==> src/rtl/fetch_unit.sv <==
// fetch_unit: instruction fetch stage. Computes the next PC for the pc
// register, issues in-order instruction-memory reads and buffers returned
// words with their PC in a DEPTH-entry in-order queue for decode. A redirect
// flushes the queue and arranges for in-flight responses to be discarded.
//
// Handshakes: a transfer happens on a cycle where valid and ready are both 1.
// imem_req_valid may drop without a transfer; imem_rsp_valid has no ready
// and is always consumed; inst_valid/inst_ready pops the head entry.
module fetch_unit #(
   parameter logic [31:0] RESET_PC = 32'h0000_0000,
   parameter int          DEPTH    = 4
) (
   input  logic        clk,
   input  logic        rst,
   input  logic [31:0] pc_i,
   output logic [31:0] next_pc,
   input  logic        redirect_valid,
   input  logic [31:0] redirect_pc,
   output logic        imem_req_valid,
   input  logic        imem_req_ready,
   output logic [31:0] imem_req_addr,
   input  logic        imem_rsp_valid,
   input  logic [31:0] imem_rsp_data,
   output logic        inst_valid,
   input  logic        inst_ready,
   output logic [31:0] inst_data,
   output logic [31:0] inst_pc
);

   localparam int PW = $clog2(DEPTH);
   localparam int CW = $clog2(DEPTH + 1);

   // queue storage
   logic [31:0]      pc_q   [DEPTH];
   logic [31:0]      data_q [DEPTH];
   logic [DEPTH-1:0] filled_q;
   logic [DEPTH-1:0] filled_next;

   // head: oldest entry, fill: oldest unfilled entry, tail: next free slot
   logic [PW-1:0] head_q;
   logic [PW-1:0] fill_q;
   logic [PW-1:0] tail_q;

   // count: allocated entries, pend: allocated but unfilled, drop: stale responses
   logic [CW-1:0] count_q;
   logic [CW-1:0] pend_q;
   logic [CW-1:0] drop_q;

   logic [CW:0]   occupancy;
   logic [CW-1:0] drop_sum;
   logic [CW-1:0] flush_drop;
   logic          accept;
   logic          pop;
   logic          rsp_drop;
   logic          rsp_fill;
   logic          unused_bits;

   // the low redirect target bits are defined as don't-care
   assign unused_bits = ^redirect_pc[1:0];

   assign occupancy      = {1'b0, count_q} + {1'b0, drop_q};
   assign imem_req_valid = !rst && !redirect_valid && (occupancy < (CW+1)'(DEPTH));
   assign imem_req_addr  = {pc_i[31:2], 2'b00};
   assign accept         = imem_req_valid && imem_req_ready;

   // head outputs come straight from registers: no response-to-decode bypass
   assign inst_valid = filled_q[head_q];
   assign inst_data  = data_q[head_q];
   assign inst_pc    = pc_q[head_q];
   assign pop        = inst_valid && inst_ready;

   // stale responses are consumed first; a response with nothing pending is ignored
   assign rsp_drop = imem_rsp_valid && (drop_q != '0);
   assign rsp_fill = imem_rsp_valid && (drop_q == '0) && (pend_q != '0);

   // on a flush every unfilled entry becomes a response to discard, minus one
   // if that response is arriving right now (it is dropped in the same cycle)
   assign drop_sum   = drop_q + pend_q;
   assign flush_drop = (imem_rsp_valid && (drop_sum != '0)) ? drop_sum - CW'(1) : drop_sum;

   // next PC: reset, then redirect target, then sequential advance on accept, else hold
   always_comb begin
      next_pc = pc_i;
      if (rst)
         next_pc = RESET_PC;
      else if (redirect_valid)
         next_pc = {redirect_pc[31:2], 2'b00};
      else if (accept)
         next_pc = pc_i + 32'd4;
   end

   // filled flags: pop clears head, response sets fill slot, allocation clears tail
   always_comb begin
      filled_next = filled_q;
      if (pop)
         filled_next[head_q] = 1'b0;
      if (rsp_fill)
         filled_next[fill_q] = 1'b1;
      if (accept)
         filled_next[tail_q] = 1'b0;
   end

   // queue state: flush on redirect, otherwise allocate / fill / pop
   always_ff @(posedge clk or posedge rst) begin
      if (rst) begin
         for (int i = 0; i < DEPTH; i++) begin
            pc_q[i]   <= '0;
            data_q[i] <= '0;
         end
         filled_q <= '0;
         head_q   <= '0;
         fill_q   <= '0;
         tail_q   <= '0;
         count_q  <= '0;
         pend_q   <= '0;
         drop_q   <= '0;
      end else if (redirect_valid) begin
         filled_q <= '0;
         head_q   <= '0;
         fill_q   <= '0;
         tail_q   <= '0;
         count_q  <= '0;
         pend_q   <= '0;
         drop_q   <= flush_drop;
      end else begin
         if (accept) begin
            pc_q[tail_q] <= imem_req_addr;
            tail_q       <= tail_q + PW'(1);
         end
         if (rsp_fill) begin
            data_q[fill_q] <= imem_rsp_data;
            fill_q         <= fill_q + PW'(1);
         end
         if (pop)
            head_q <= head_q + PW'(1);
         if (rsp_drop)
            drop_q <= drop_q - CW'(1);
         filled_q <= filled_next;
         count_q  <= count_q + CW'(accept) - CW'(pop);
         pend_q   <= pend_q + CW'(accept) - CW'(rsp_fill);
      end
   end

endmodule

==> config.mk <==
export PLATFORM = sky130hd
export DESIGN_NAME = fetch_unit
export DESIGN_NICKNAME = d
export VERILOG_FILES = /design/src/rtl/fetch_unit.sv
export SDC_FILE = /design/constraint.sdc
export NUM_CORES = 1
export LEC_CHECK = 0
export BUFFER_PORTS_ARGS = -buffer_cell sky130_fd_sc_hd__buf_2
export CAP_MARGIN = 15
export CORE_MARGIN = 3
export CORE_UTILIZATION = 50
export DETAILED_ROUTE_END_ITERATION = 6
export PLACE_DENSITY = 0.72
export SYNTH_ARGS = -nofsm -noshare
export SYNTH_HDL_FRONTEND = slang
export SYNTH_SLANG_ARGS = --single-unit
export TNS_END_PERCENT = 1
==> constraint.sdc <==
create_clock -name clk -period 10.2 [get_ports clk]
set_input_delay 1.02 -clock clk [delete_from_list [all_inputs] [get_ports clk]]
set_output_delay 1.02 -clock clk [all_outputs]
set_load 0.005 [all_outputs]
# [Word level (Yosys, flattened, before mapping)]
# Index checks and enable logic that the tools add are counted.
[word_totals] in_bits=102 latchBits=0 register_bits=275 output_inout_bits=130 romBits=0 ramBits=0 word_cells=111 memories=0
[op_classes] mux=38 div=0 eq_ne=0 addsub=12 n_reduce_logical=25 mul=0 n_lt_le_gt_ge=12 shifts=0 bitwise=9
[op_table] cell="32-bit two-way mux" count=9
[op_table] cell="128-bit bitwise mux" count=2
[op_table] cell="32-bit binary-select mux with 2-bit select" count=2
[op_table] cell="32-bit demux with 2-bit select" count=2
[op_table] cell="32-bit by 3-bit adder with 32-bit output, second input constant" count=1
[op_table] cell="4-bit two-way mux" count=4
[op_table] cell="3-bit two-way mux" count=5
[op_table] cell="1-bit logical AND" count=13
[op_table] cell="2-bit two-way mux" count=6
[op_table] cell="3-bit greater-or-equal comparator, second input constant" count=3
[op_table] cell="2-bit by 3-bit < comparator with 1-bit output, second input constant" count=3
[op_table] cell="2-bit inverter with 3-bit output" count=3
[op_table] cell="3-bit nonzero test" count=3
[op_table] cell="4-bit AND" count=2
[op_table] cell="4-bit inverter" count=2
[op_table] cell="2-bit nonzero test" count=4
[op_table] cell="2-bit by 1-bit adder with 2-bit output, second input constant" count=3
[op_table] cell="3-bit by 1-bit adder with 3-bit output" count=2
[op_table] cell="1-bit demux with 2-bit select" count=3
[op_table] cell="2-bit by 1-bit greater-or-equal comparator with 1-bit output, second input constant" count=3
[op_table] cell="3-bit by 1-bit < comparator with 1-bit output, second input constant" count=2
[op_table] cell="3-bit by 1-bit subtractor with 3-bit output" count=2
[op_table] cell="3-bit by 1-bit subtractor with 3-bit output, second input constant" count=2
[op_table] cell="3-bit by 3-bit adder with 4-bit output" count=1
[op_table] cell="other kinds (9)" count=14

# [Depth between registers and ports, before layout]
# Gate-level depths: netlist (run 1).
[logic_depth] depth_word=12 mapped_depth=13 mapped_depth_nobuf=12

# [Least setup slack after synthesis (run 1)]
# Ideal clock, no wire load.
[synth_path] path_type="input to output" startpoint="in rst" endpoint="out next_pc[31]" cell_stages=4 arrival_ns=7.628 path_slack_ns=1.552 cell_sequence="buf_2 > inv_1 > o21ai_0 > a21oi_1"
[synth_between] elab_chain_len=7
[synth_rtl] item="from (decl)" line_no="14" text="input logic rst,"
[synth_rtl] item="1-bit zero test (no source line)"
[synth_rtl] item="1-bit logical AND (2 in series)" line_no="62" text="assign imem_req_valid = !rst && !redirect_valid && (occupancy < (CW+1)'(DEPTH));"
[synth_rtl] item="1-bit logical AND" line_no="64" text="assign accept = imem_req_valid && imem_req_ready;"
[synth_rtl] item="32-bit two-way mux" line_no="88" text="else if (accept)"
[synth_rtl] item="32-bit two-way mux" line_no="86" text="else if (redirect_valid)"
[synth_rtl] item="32-bit two-way mux (*)" line_no="84" text="if (rst)"
[synth_rtl] item="to (decl)" line_no="16" text="output logic [31:0] next_pc,"
# Every way passes the cells marked *; elsewhere a longest branch is shown, timed or not.

# [Worst setup path in the final report (run 1)]
[layout_path] startpoint="reg drop_q[2]" endpoint="out next_pc[15]"
[layout_between] elab_chain_len=7
[layout_rtl] item="from (decl)" line_no="47" text="logic [CW-1:0] drop_q;"
[layout_rtl] item="from (signal assigned)" line_no="124" text="drop_q <= flush_drop;"
[layout_rtl] item="from (signal assigned)" line_no="137" text="drop_q <= drop_q - CW'(1);"
[layout_rtl] item="3-bit by 3-bit adder with 4-bit output" line_no="61" text="assign occupancy = {1'b0, count_q} + {1'b0, drop_q};"
[layout_rtl] item="4-bit by 3-bit < comparator with 1-bit output" line_no="62"
[layout_rtl] item="1-bit logical AND" line_no="62"
[layout_rtl] item="1-bit logical AND" line_no="64"
[layout_rtl] item="32-bit two-way mux" line_no="88"
[layout_rtl] item="32-bit two-way mux" line_no="86"
[layout_rtl] item="32-bit two-way mux" line_no="84"
# No other way between the ends.

==> results.cfg, run 1 <==
[clock_tree]
cts.htree.levels = 1
cts-buffers-inserted = 30
cts_resized = 0
cts_sinks = 267
clockBufferDepth = 3
postCtsHoldBufs = 0
path_clk_slew_ps = 60
cts_setup_buffers = 0
clk_latency_ps = 550
clock_tree.root_cell = clkbuf_16
cts_tree = built

[synthesis]
yosysTopAreaCell = dfrtp_1
synth-edff-count = 0
synth_area_leaders = dfrtp_1 50%, mux2_2 18%, mux4_2 11%, mux2_1 2.8%, ha_1 2.3%
ys_seq_elements = 267
async_flop_share_pct = 100
synth.most_common_cell = dfrtp_1
syn_inst = 963
synth.top_cell.area_share_pct = 50.1
ys_top_cells_by_count = 267 x dfrtp_1, 212 x mux2_2, 63 x mux4_2, 36 x nor2_1, 34 x buf_4
yosysUniqueCellTypes = 39
yosysSeqAreaShare_pct = 50.1
avgSynthCellArea_sq_um = 13.8
synthFlopType = dfrtp_1
yosys_warnings = 0
syn_area_sq_mm = 0.0133

[setup_path]
reg2reg_slack_ps = 6570
path_buf_inv = 2
slowest_delay_ps = 660
cp-start-kind = register
cp_top_family = simple AND/OR/NAND/NOR gates
critPathKind = reg -> out
arrival_ps = 3700
slowest_stage = and4_1
cp.required_ps = 9180
crit_path_end_kind = output pin
cp_cell_sequence = ha_1, nor3_1, and4_1, inv_2, nor4_1, xnor2_1, a211oi_1, buf_2
critPathMaxFanout = 14

[route]
via_per_inst = 5.65
route.vias.total = 8413
first_pass_iters = 5
dr_wl_met3_microns = 1570
wl_microns = 29700
highest_layer = met4
drt-initial-drc-count = 445
met2_length_microns = 14600
drt-met1-wl_microns = 12800
detail_route.wl_per_cell_microns = 20.0
drc = 0
antenna_left = 0

[timing]
fin_skew_ps = 23.8
slew_headroom_pct = 40.1
period_share_pct = 46.2
setup_viol = 0
finalWorstSetupSlack_ps = 5480
fmaxAchievable_mhz = 212
tns_ps = 0
maxSlewViolCount = 0
tightest_slew_ps = 890
min_period_ps = 4720
rsz0062_at_grt = false
hold_ws_ps = 483
finalHoldViolations = 0

[layout]
drive_above_1_share_pct = 50.0
nNetsFinal = 1260
utilization_pct = 59.5
finalNonFillerCells = 1488
multi_input_area_sq_mm = 0.00604
stdcell_area_sq_mm = 0.0156
regArea_sq_mm = 0.00669
syn_to_final_growth_pct = 16.6
antenna-diode-count = 0
fillers = 2123

[min_path]
holdCritPathClass = reg -> reg

[placed_design]
io_buffers = 225
post_dp_cell_area_sq_mm = 0.0145
globalplace.congestion = 0.798
dpl.hpwl_microns = 19200
place_inst = 1434
dp_slack_ps = 5660

[die]
fp.dieH_microns = 169
ioPinCount = 232
die-area_sq_mm = 0.0287
fp-row-count = 59
die_w_microns = 169
start_util_pct = 51.0
core_area_sq_mm = 0.0261

[global_routing]
grt_pass1_vias = 9006
antenna_found_initial = 0
grt_use_total_pct = 20.8
grt_pass1_wl_microns = 48300
grt_overflow = 0
grt_max_degree = 140

[power]
finalPower_mw = 2.97
power.leakage_nw = 7.61
power_per_cell_area_mw_per_mm2 = 191
ir_drop_mv = 0.143

[outcome]
status = complete, no violations

[flow_run]
max_cap_viol_count = 0
[metal layers]
layer | up-vias | global-route usage [%]
met5 | - | 0
met4 | 0 | 5.26
met3 | 48 | 3.82
met2 | 236 | 35.7
met1 | 4323 | 27.7
li1 | 3806 | -
[flip-flops by register name, summed over array words and instances (netlist names)]
register / count
fill_q: 2
filled_q: 4
data_q: 128
pc_q: 120
tail_q: 2
pend_q: 3
count_q: 3
drop_q: 3
head_q: 2
[cell families after synthesis]
kind of cell | count (synthesis) | synth area share (%)
AO/OA/AOI/OAI | 48 | 2.52
XOR/XNOR | 40 | 2.63
adder cells (fa/ha/maj) | 27 | 2.70
buffers and inverters | 126 | 4.73
flip-flops | 267 | 50.1
multiplexers | 309 | 31.4
other | 1 | 0.0281
AND/OR/NAND/NOR | 145 | 5.89
[cell type report]
| class | instances | area share (%) |
|---|---|---|
| flip-flops and latches | 267 | 43.0 |
| multi-input cells | 573 | 38.8 |
| repair buffers | 238 | 7.95 |
| clock buffers | 39 | 5.37 |
| well taps | 335 | 2.69 |
| clock inverters | 15 | 1.60 |
| inverters | 21 | 0.555 |
[power breakdown]
part,total [mW],switching [mW],internal [mW]
Clock,1.16,0.434,0.727
Sequential,1.26,0.0703,1.19
Combinational,0.554,0.248,0.306
Total,2.97,0.752,2.22
[final timing paths]
path                           start     endpoint  depth (start not counted)
max                        drop_q[2]  next_pc[15]                          8
min                         pc_q[72]     pc_q[72]                          2
max reg2reg                drop_q[2]    pend_q[2]                         12
min reg2reg                 pc_q[72]     pc_q[72]                          2
max in group asynchronous        rst    head_q[0]                          3
min in group asynchronous        rst   data_q[60]                          2
[cells in the final DEF (no fill, tap or decap), types with 14 or more instances in the layout]
| master | n |
|---|---|
| nand2_1 | 31 |
| ha_1 | 24 |
| mux4_2 | 63 |
| mux2_2 | 212 |
| buf_2 | 225 |
| mux2_1 | 33 |
| clkbuf_16 | 30 |
| dfrtp_1 | 265 |
| nor2_1 | 36 |
| xnor2_1 | 27 |
| nand3_1 | 14 |
| inv_1 | 18 |
| a211oi_1 | 24 |
[worst reg2reg max path: stages (launching register included)]
cell and delay, ps:
dfrtp_1 450, ha_1 310, nor3_1 410, and4_1 660, inv_2 290, ha_1 360, inv_1 50, ha_1 120
inv_1 40, fa_1 380, xor2_1 200, xnor2_1 160, nor2_1 60
(Power assumes the default switching activity.)
==> run 2: changes to the inputs <==
--- a/config.mk
+++ b/config.mk
@@ -10,7 +10,7 @@
 export CORE_MARGIN = 3
 export CORE_UTILIZATION = 50
 export DETAILED_ROUTE_END_ITERATION = 6
-export PLACE_DENSITY = 0.72
+export PLACE_DENSITY = 0.75
 export SYNTH_ARGS = -nofsm -noshare
 export SYNTH_HDL_FRONTEND = slang
 export SYNTH_SLANG_ARGS = --single-unit
==> constraint.sdc (replaced) <==
create_clock -name clk -period 3.8 [get_ports clk]
set_input_delay 0.38 -clock clk [delete_from_list [all_inputs] [get_ports clk]]
set_output_delay 0.38 -clock clk [all_outputs]
set_load 0.005 [all_outputs]
==> run 2 against run 1 <==
Worst setup slack got worse by 5200 ps; cell area unchanged; core utilization is the same; clock power rose to 2.5 times the previous value; largest cell class unchanged; highest routed layer unchanged.
==> results.cfg, run 2 (synthesized netlist as in run 1, its figures left out) <==
[clock_tree]
cts_setup_buffers = 0
cts-buffers-inserted = 29
clock_tree.root_cell = clkbuf_16
clk_latency_ps = 530
cts_sinks = 267
postCtsHoldBufs = 0
path_clk_slew_ps = 60
clockBufferDepth = 3
cts_resized = 0
cts.htree.levels = 1
cts_tree = built

[global_routing]
antenna_found_initial = 1
grt_use_total_pct = 20.5
grt_pass1_vias = 8800
grt_overflow = 0
grt_pass1_wl_microns = 47200
grt_max_degree = 168

[setup_path]
crit_path_end_kind = output pin
r2r-end = pend_q[2]
slowest_delay_ps = 450
path_buf_inv = 1
crit_end = next_pc[22]
critPathKind = reg -> out
cp_cell_sequence = ha_1, nor3_1, nand3_1, nor4_2, xnor2_1, a211oi_1, buf_2
reg2reg_slack_ps = 800
cp.required_ps = 3420
arrival_ps = 3160
slowest_stage = dfrtp_1
r2r_cells = 12
startpoint = drop_q[2]
cp.depth = 7
timing.rr.start = drop_q[2]
cp_top_family = simple AND/OR/NAND/NOR gates
cp-start-kind = register
critPathMaxFanout = 8

[route]
first_pass_iters = 6
drt-initial-drc-count = 447
wl_microns = 29600
detail_route.wl_per_cell_microns = 19.8
drc = 0
via_per_inst = 5.68
route.vias.total = 8482
antenna_left = 0

[flow_run]
max_cap_viol_count = 0

[timing]
slew_headroom_pct = 31.5
finalWorstSetupSlack_ps = 263
maxSlewViolCount = 0
min_period_ps = 3540
fin_skew_ps = 14.9
hold_ws_ps = 116
setup_viol = 0
fmaxAchievable_mhz = 283
tightest_slew_ps = 1030
period_share_pct = 93.1
finalHoldViolations = 0
rsz0062_at_grt = false

[die]
fp.dieH_microns = 169
core_area_sq_mm = 0.0261
fp-row-count = 59
ioPinCount = 232
start_util_pct = 51.0
die_w_microns = 169
die-area_sq_mm = 0.0287

[placed_design]
post_dp_cell_area_sq_mm = 0.0145
dp_slack_ps = 829
globalplace.congestion = 0.799
io_buffers = 225
dpl.hpwl_microns = 19200

[layout]
stdcell_area_sq_mm = 0.0156
top_register = data_q
final_common_cell = dfrtp_1
nNetsFinal = 1266
antenna-diode-count = 0
utilization_pct = 59.5
largest_reg_flops = 128
top_regs = data_q: 128 flops, pc_q: 120 flops, filled_q: 4 flops
drive_above_1_share_pct = 50.1
syn_to_final_growth_pct = 16.6
fillers = 2066
final_cell_mix = 265 x dfrtp_1, 225 x buf_2, 212 x mux2_2

[min_path]
holdPathStages = 2
holdCritPathClass = in -> reg

[power]
power_per_cell_area_mw_per_mm2 = 502
power.leakage_nw = 7.62
ir_drop_mv = 0.321

[outcome]
status = complete, no violations
run 2: cell count changes in the layout (fill, tap and decap cells not counted):
| cell | delta |
|---|---|
| buf_12 | +2 |
| buf_4 | +5 |
| bufinv_16 | -2 |
| clkbuf_1 | +2 |
| clkbuf_16 | -1 |
| clkbuf_8 | +3 |
| clkinv_2 | -1 |
| clkinv_4 | -1 |
| clkinv_8 | -1 |
| inv_8 | -1 |
run 2: area by class of cell:
class                   count  area, sq um  area share (%)
flip-flops and latches    267         6690            43.0
multi-input cells         573         6040            38.8
repair buffers            245         1310            8.45
clock buffers              43          858            5.52
well taps                 335          419            2.69
clock inverters             9          151           0.973
inverters                  21         82.6           0.531
run 2: worst min path at each step:
stage | slack (ps) | end | from
after floorplan | 440 | pc_q[40] | pc_q[40]
after CTS | 80 | data_q[77] | imem_rsp_data[13]
after detailed placement | 470 | pc_q[40] | pc_q[40]
after global routing | 90 | data_q[77] | imem_rsp_data[13]
final | 120 | data_q[119] | imem_rsp_data[23]
after global placement | 460 | pc_q[104] | pc_q[104]
run 2: per-stage QoR:
| step | total power, mW | std cells | setup TNS, ps |
|---|---|---|---|
| 6_report | 7.81 | 1493 | 0 |
| 5_1_grt | 8.19 | 1493 | 0 |
| 4_1_cts | 7.91 | 1493 | 0 |
| 2_1_floorplan | 4.34 | 966 | -68660 |
| 3_5_place_dp | 4.94 | 1441 | 0 |
| 3_3_place_gp | 4.88 | 1441 | 0 |
run 2: routing by layer:
| layer | up-vias | part of all wire (%) | global-route usage [%] | wire, microns |
|---|---|---|---|---|
| met2 | 255 | 50 | 35.6 | 14700 |
| met5 | - | 0 | 0 | 0 |
| met3 | 40 | 5.6 | 3.56 | 1670 |
| li1 | 3837 | - | - | - |
| met1 | 4350 | 43 | 27.3 | 12700 |
| met4 | 0 | 1.8 | 4.73 | 524 |
run 2: where the power goes:
group / switching [mW] / internal [mW]
clock network: 1.11 / 1.82
registers: 0.188 / 3.19
logic: 0.673 / 0.826
==> run 3: changes to the inputs <==
==> config.mk (replaced) <==
export PLATFORM = sky130hd
export DESIGN_NAME = fetch_unit
export DESIGN_NICKNAME = d
export VERILOG_FILES = /design/src/rtl/fetch_unit.sv
export SDC_FILE = /design/constraint.sdc
export NUM_CORES = 1
export LEC_CHECK = 0
export BUFFER_PORTS_ARGS = -buffer_cell sky130_fd_sc_hd__buf_4
export CAP_MARGIN = 15
export CORE_MARGIN = 3
export CORE_UTILIZATION = 51
export DETAILED_ROUTE_END_ITERATION = 6
export PLACE_DENSITY = 0.77
export RECOVER_POWER = 25
export SYNTH_ARGS = -nofsm -noshare
export SYNTH_HDL_FRONTEND = slang
export SYNTH_SLANG_ARGS = --single-unit
export TNS_END_PERCENT = 1
==> run 3 against run 2 <==
The run now ends with max-capacitance violations, max-slew violations left; core utilization up 2.7 points; global-route usage up 0.66 points; register-to-register slack worse by 40 ps; power down 0.63%; count of clock-buffer cells in the layout down 4; via count up 0.17%; sequential cell count unchanged; combinational power up 11%; die area down 1.9%; clock power down 7.5%; largest power group unchanged; highest routed layer is now met5.
==> results.cfg, run 3 (synthesized netlist as in run 1, its figures left out) <==
[route]
drt-initial-drc-count = 452
route.vias.total = 8496
wl_microns = 29800
detail_route.wl_per_cell_microns = 20.1
drc = 0
via_per_inst = 5.74
first_pass_iters = 5
antenna_left = 0

[setup_path]
crit_path_end_kind = output pin
path_buf_inv = 2
slowest_stage = dfrtp_1
cp.required_ps = 3420
arrival_ps = 3110
critPathKind = reg -> out
r2r_cells = 12
timing.rr.start = drop_q[2]
r2r-end = pend_q[2]
cp_cell_sequence = ha_1, nor3_1, and4_1, inv_2, nor4_1, xnor2_1, a211oi_1, buf_4
critPathMaxFanout = 14
slowest_delay_ps = 460
cp-start-kind = register
reg2reg_slack_ps = 760
cp_top_family = simple AND/OR/NAND/NOR gates

[layout]
finalNonFillerCells = 1480
syn_to_final_growth_pct = 18.9
drive_above_1_share_pct = 47.1
final_cell_mix = 265 x dfrtp_1, 212 x mux2_2, 207 x buf_4
stdcell_area_sq_mm = 0.0159
antenna-diode-count = 0
largest_reg_flops = 128
top_regs = data_q: 128 flops, pc_q: 120 flops, filled_q: 4 flops
top_register = data_q
regArea_sq_mm = 0.00669
final_common_cell = dfrtp_1
fillers = 1963
multi_input_area_sq_mm = 0.00604
nNetsFinal = 1264

[power]
power_per_cell_area_mw_per_mm2 = 489
ir_drop_mv = 0.336
power.leakage_nw = 7.59

[clock_tree]
cts_setup_buffers = 0
cts.htree.levels = 1
clk_latency_ps = 530
path_clk_slew_ps = 60
cts_sinks = 267
clockBufferDepth = 3
cts-buffers-inserted = 29
clock_tree.root_cell = clkbuf_16
cts_tree = built

[timing]
slew_headroom_pct = -18.3
finalWorstSetupSlack_ps = 313
fmaxAchievable_mhz = 287
min_period_ps = 3490
tightest_slew_ps = 1770
period_share_pct = 91.8
setup_viol = 0
hold_ws_ps = 102
rsz0062_at_grt = false
finalHoldViolations = 0
fin_skew_ps = 19.3
maxSlewViolCount = 269

[placed_design]
post_dp_cell_area_sq_mm = 0.0151
dp_slack_ps = 771
io_buffers = 225
place_inst = 1433
globalplace.congestion = 0.778
dpl.hpwl_microns = 19300

[flow_run]
max_cap_viol_count = 3

[die]
core_area_sq_mm = 0.0255
die-area_sq_mm = 0.0281
fp-row-count = 58
ioPinCount = 232
die_w_microns = 168
fp.dieH_microns = 168
start_util_pct = 52.4

[global_routing]
grt_overflow = 0
grt_max_degree = 119
grt_pass1_wl_microns = 48400
antenna_found_initial = 1
grt_use_total_pct = 21.2
grt_pass1_vias = 8984

[min_path]
hold_path_startpoint = imem_rsp_data[10]
holdPathStages = 2
worst_hold_path.endpoint = data_q[74]
holdCritPathClass = in -> reg

[outcome]
violations = max-capacitance violations, max-slew violations
status = finished with violations
run 3: cell types whose count changed in the layout (fill, tap and decap cells not counted), sizes merged:
cell         before  now
buf             245  208
bufinv            4    2
dlygate4sd3       0    1
clkinv            5    4
clkbuf           43   73
inv              19   20
run 3: per-layer routing:
layer	global-route usage (%)	vias up	part of all wire (%)
met1	28.4	4359	42
met4	4.48	2	2.0
met2	36.1	266	50
met3	4.32	45	6.5
li1	-	3824	-
met5	0	-	0.044
run 3: power by group:
part | internal [mW] | leakage, nW | switching [mW]
logic | 0.983 | 3.49 | 0.690
clock network | 1.63 | 0.450 | 1.08
registers | 3.19 | 3.64 | 0.189
total | 5.81 | 7.59 | 1.95
run 3: layout make-up:
class / instances / area share [%]
sequential: 267 / 42.2
multi-input combinational: 573 / 38.1
timing repair buffer: 243 / 10.8
clock buffer: 39 / 5.19
tap: 330 / 2.60
clock inverter: 7 / 0.576
inverter: 21 / 0.505
run 3: worst max path at each step:
stage               startpoint           to  cells after the start
floorplan                  rst  next_pc[31]                      4
finish               drop_q[2]  next_pc[15]                      8
global route         drop_q[2]  next_pc[16]                      8
CTS                  drop_q[2]  next_pc[15]                      8
detailed placement   drop_q[2]    pend_q[2]                     12
global placement     drop_q[2]    pend_q[2]                     12
run 3: per-stage QoR:
stage,utilization [%],TNS (ps),power (mW)
2_1_floorplan,-,-68660,4.34
3_3_place_gp,59.2,0,5.07
3_5_place_dp,59.2,0,5.14
4_1_cts,62.8,0,7.88
5_1_grt,62.3,0,8.16
6_report,62.3,0,7.76
run 3: what timing repair did:
action                     in CTS  in global routing
gates resized for setup         0                  0
hold endpoints to repair        1                  0
hold buffers                    1                  0
setup endpoints to repair       0                  0
